===== src/rtl/csa_product_resolver.sv =====
// Resolves the multiplier's carry-save (sum, carry) pair into a binary product,
// one SEG_WIDTH-bit segment per cycle, and derives norm/sticky/err for rounding.
module csa_product_resolver #(
  parameter int unsigned SIG_WIDTH = 52,
  parameter int unsigned SEG_WIDTH = 28,
  localparam int unsigned W = 2 * (SIG_WIDTH + 1) + 5,
  localparam int unsigned P = 2 * (SIG_WIDTH + 1)
) (
  input  logic         clk,
  input  logic         rst,
  input  logic         in_valid,
  output logic         in_ready,
  input  logic [W-1:0] sum,
  input  logic [W-1:0] carry,
  output logic         out_valid,
  input  logic         out_ready,
  output logic [P-1:0] product,
  output logic         norm,
  output logic         sticky,
  output logic         err
);

  localparam int unsigned NSEG = (W + SEG_WIDTH - 1) / SEG_WIDTH;
  localparam int unsigned PW   = NSEG * SEG_WIDTH;
  localparam int unsigned CW   = (NSEG > 1) ? $clog2(NSEG) : 1;

  typedef enum logic [1:0] {IDLE, ADD, DONE} state_t;

  state_t            state_q;
  logic [PW-1:0]     sum_q;
  logic [PW-1:0]     carry_q;
  logic [PW-1:0]     res_q;
  logic [PW-1:0]     res_nxt;
  logic [CW-1:0]     seg_q;
  logic              cflop_q;
  logic [SEG_WIDTH:0] seg_sum;
  int unsigned       seg_base;

  // One segment of the ripple: current slices plus the carry held from below.
  always_comb begin
    seg_base = 32'(seg_q) * SEG_WIDTH;
    seg_sum  = {1'b0, sum_q[seg_base +: SEG_WIDTH]}
             + {1'b0, carry_q[seg_base +: SEG_WIDTH]}
             + (SEG_WIDTH + 1)'(cflop_q);
    res_nxt  = res_q;
    res_nxt[seg_base +: SEG_WIDTH] = seg_sum[SEG_WIDTH-1:0];
  end

  always_ff @(posedge clk) begin
    if (rst) begin
      state_q   <= IDLE;
      in_ready  <= 1'b1;
      out_valid <= 1'b0;
      product   <= '0;
      norm      <= 1'b0;
      sticky    <= 1'b0;
      err       <= 1'b0;
      seg_q     <= '0;
      cflop_q   <= 1'b0;
      sum_q     <= '0;
      carry_q   <= '0;
      res_q     <= '0;
    end else begin
      case (state_q)
        IDLE: begin
          if (in_valid) begin
            sum_q    <= PW'(sum);
            carry_q  <= PW'(carry);
            cflop_q  <= 1'b0;
            seg_q    <= '0;
            in_ready <= 1'b0;
            state_q  <= ADD;
          end
        end
        ADD: begin
          res_q   <= res_nxt;
          cflop_q <= seg_sum[SEG_WIDTH];
          seg_q   <= seg_q + CW'(1);
          if (seg_q == CW'(NSEG - 1)) begin
            // Top segment carry-out and pad bits fall outside the mod-2^W result.
            product   <= res_nxt[P-1:0];
            norm      <= res_nxt[P-1];
            sticky    <= res_nxt[P-1] ? |res_nxt[SIG_WIDTH-1:0]
                                      : |res_nxt[SIG_WIDTH-2:0];
            err       <= |res_nxt[W-1:P];
            out_valid <= 1'b1;
            state_q   <= DONE;
          end
        end
        DONE: begin
          if (out_ready) begin
            out_valid <= 1'b0;
            in_ready  <= 1'b1;
            state_q   <= IDLE;
          end
        end
        default: begin
          state_q   <= IDLE;
          in_ready  <= 1'b1;
          out_valid <= 1'b0;
        end
      endcase
    end
  end

endmodule

===== config.mk =====
export PLATFORM = sky130hd
export DESIGN_NAME = csa_product_resolver
export DESIGN_NICKNAME = d
export VERILOG_FILES = /design/src/rtl/csa_product_resolver.sv
export SDC_FILE = /design/constraint.sdc
export NUM_CORES = 1
export LEC_CHECK = 0
export BUFFER_PORTS_ARGS = -buffer_cell sky130_fd_sc_hd__buf_2
export CAP_MARGIN = 20
export CORE_ASPECT_RATIO = 1.25
export CORE_MARGIN = 3
export CORE_UTILIZATION = 35
export DETAILED_ROUTE_END_ITERATION = 12
export GPL_TIMING_DRIVEN = 0
export PLACE_DENSITY = 0.59
export SYNTH_ARGS = -nofsm -noshare
export SYNTH_HDL_FRONTEND = slang
export SYNTH_SLANG_ARGS = --single-unit

===== constraint.sdc =====
create_clock -name clk -period 6.85 [get_ports clk]
set_input_delay 0.3425 -clock clk [delete_from_list [all_inputs] [get_ports clk]]
set_output_delay 0.3425 -clock clk [all_outputs]
set_load 0.005 [all_outputs]

==> impl_metrics.json <==
{
  "status": "complete, no violations",
  "synth_xor_area_share_pct": 0.955,
  "synth_area_leaders": "dfxtp_1 (43%), nand2_1 (9.6%), a21oi_1 (7.6%)",
  "vias": 22321,
  "core-area_um2": 58800,
  "synth-edff-count": 0,
  "antenna_found_initial": 1,
  "synth_top_family_by_area": "compound AO/OA/AOI/OAI gates",
  "synth_top_area_share_pct": 42.8,
  "dp_hpwl_um": 75000,
  "yosys_warnings": 0,
  "gp_congestion": 0.973,
  "syn-num-nets": 2815,
  "synth_most_common_cell": "nand2_1",
  "nets": 3398,
  "slowest_delay_ps": 620,
  "synth_commonest_cells": "nand2_1 (536), dfxtp_1 (448), a21oi_1 (317)",
  "initial_core_util_pct": 35.6,
  "grt_max_degree": 19,
  "drv_slew": 0,
  "synth-adder-area-share_pct": 2.16,
  "vias_per_cell": 5.67,
  "required_ps": 7300,
  "synthSimpleGateAreaFrac_pct": 19.9,
  "hold_path_class": "in2reg",
  "routed_wl_um": 97300,
  "io_buffers": 335,
  "grt_pass1_wl_um": 141000,
  "drt_iter0_drc": 1613,
  "yosys_most_used_dff": "dfxtp_1",
  "vdd_drop_max_mv": 0.195,
  "cts_max_path_buffers": 3,
  "wire_per_inst_um": 24.7,
  "crit_slowest_cell": "mux4_2",
  "ios": 337,
  "area_delta_synth_final_pct": 30.6,
  "crit_arrival_ps": 7140,
  "critPathMaxFanout": 18,
  "dieArea_um2": 62900,
  "placed_area_um2": 23700,
  "grt_pass1_vias": 22306,
  "setup_viol": 0,
  "cts_max_level": 2,
  "whs_ps": 15.7,
  "antenna_left": 0,
  "drc": 0,
  "path_class": "reg2reg",
  "drive_gt1_share_pct": 17.1,
  "insertion_delay_ps": 620,
  "fin_crit_ps": 6690,
  "seq_area_frac_synth_pct": 42.8,
  "crit_top_cell": "buf_2",
  "cts_tree": "built",
  "netlist_area_um2": 21000,
  "clk_pin_slew_worst_paths_ps": 60,
  "fin_crit_sh_pct": 97.7,
  "avgSynthCellArea_um2": 8.21,
  "ys_seq_elements": 448,
  "power.density_nw_per_um2": 254,
  "die_height_um": 280,
  "slew_headroom_pct": 18.3,
  "fmax_mhz": 149,
  "final_hold_viol_count": 0,
  "grt_overflow": 0,
  "rsz0062_at_grt": "no",
  "synth-compound-area-share_pct": 23.5,
  "track_usage_pct": 29.8,
  "cts.sinks": 448,
  "die_w_um": 225,
  "stdcell_area_um2": 27400,
  "clock-root-buffer": "clkbuf_16",
  "startpoint_type": "register",
  "synth_cells": 2554,
  "p_leak_nw": 10.4,
  "final.setup_skew_ps": 33.3,
  "synth_mux_area_share_pct": 6.61,
  "drtPass1Iterations": 6,
  "drv_cap": 0,
  "cp-end-kind": "register",
  "async_flop_share_pct": 0,
  "synthDistinctLibCells": 88,
  "yosysTopAreaCell": "dfxtp_1",
  "tightestPinTransition_ps": 1220,
  "path_cells": "clkbuf_4 -> clkbuf_2 -> buf_2 -> buf_2 -> buf_8 -> mux4_2 -> ha_1 -> clkbuf_1 -> nand4_1 -> a211oi_1 -> o21ai_1 -> a31oi_1 -> xor2_1 -> and2_1 -> a2111oi_1 -> nand4b_1 -> nor4_2 -> a41oi_1",
  "num_rows": 99,
  "cts_buffers": 48
}
[path summary, 6_finish.rpt]
path	start	to	slack [ps]	cells after the start
max	seg_q[0]$_SDFFE_PP0P_	sticky$_SDFFE_PP0P_	160	18
min	carry[89]	carry_q[89]$_SDFFE_PP0P_	20	3
max reg2reg	seg_q[0]$_SDFFE_PP0P_	sticky$_SDFFE_PP0P_	160	18
min reg2reg	carry_q[98]$_SDFFE_PP0P_	carry_q[98]$_SDFFE_PP0P_	450	2
[cell usage in the layout (no fill, tap or decap), types with 55 or more instances in the layout]
cell           instances
a211oi_1             151
a21oi_1              315
a22oi_1               80
buf_2                344
clkbuf_1             192
dfxtp_1              448
dlygate4sd3_1        185
mux4_2                55
nand2_1              536
nor2_1               314
[sequential cells by signal, indices dropped and copies added (netlist names)]
register	flops
sum_q	111
seg_q	2
in_ready	1
out_valid	1
carry_q	111
state_q	2
cflop_q	1
err	1
sticky	1
res_q	111
product	106
[per-stage QoR]
stage / setup slack, ps / setup TNS [ps] / utilization (%) / instances / total power, mW
final: 158 / 0 / 46.5 / 3934 / 6.94
after global routing: 35.0 / 0 / 46.5 / 3932 / 7.14
after CTS: 50.8 / 0 / 46.5 / 3931 / 6.93
after detailed placement: -1280 / -52370 / 40.3 / 3656 / 4.04
after global placement: -1620 / -120500 / 40.1 / 3646 / 4.01
after floorplan: 929 / 0 / - / 2554 / 3.50
[what timing repair did]
| item | 4_1_cts | 5_1_grt |
|---|---|---|
| hold buffers | 185 | 0 |
| endpoints found under the setup margin | 156 | 9 |
| resized for setup | 16 | 4 |
| pin swaps | 2 | 0 |
| hold endpoints to repair | 185 | 0 |
| buffers inserted | 3 | 0 |
[layer usage]
metal  vias to the layer above  global-route usage, %  wire, um
met4                         0                   19.1      7180
met2                      1004                   53.0     48200
met3                       308                   3.77      5360
li1                      10305                      -         -
met1                     10704                   33.7     36500
met5                         -                      0         0
[power breakdown]
part           total (mW)  internal, mW  switching, mW
clock network        2.83          1.66           1.17
logic                1.32         0.449          0.873
registers            2.79          2.72         0.0663
total                6.94          4.83           2.11
[layout make-up]
cell class              instances  area [um^2]
fillers                      5727        31500
multi-input cells            1880        11200
flip-flops and latches        448         8970
repair buffers                534         3670
clock buffers                  65         1380
well taps                     757          947
plain buffers                 207          817
clock inverters                23          350
inverters                      18         67.6
diodes                          2         5.00
[cell families after synthesis]
kind of cell | after synthesis
AO/OA/AOI/OAI | 752
AND/OR/NAND/NOR | 1002
adder cells (fa/ha/maj) | 35
XOR/XNOR | 22
flip-flops | 448
multiplexers | 69
buffers and inverters | 226
[worst max-delay path, delay by kind of cell, from the launching register on]
kind / cells / cell delay [ps]
adder cells (fa/ha/maj): 1 / 320
flip-flops: 1 / 380
AND/OR/NAND/NOR: 4 / 1320
XOR/XNOR: 1 / 340
multiplexers: 1 / 620
buffers and inverters: 6 / 1880
AO/OA/AOI/OAI: 5 / 1630
No activity file was read; power rests on OpenSTA's default activity.
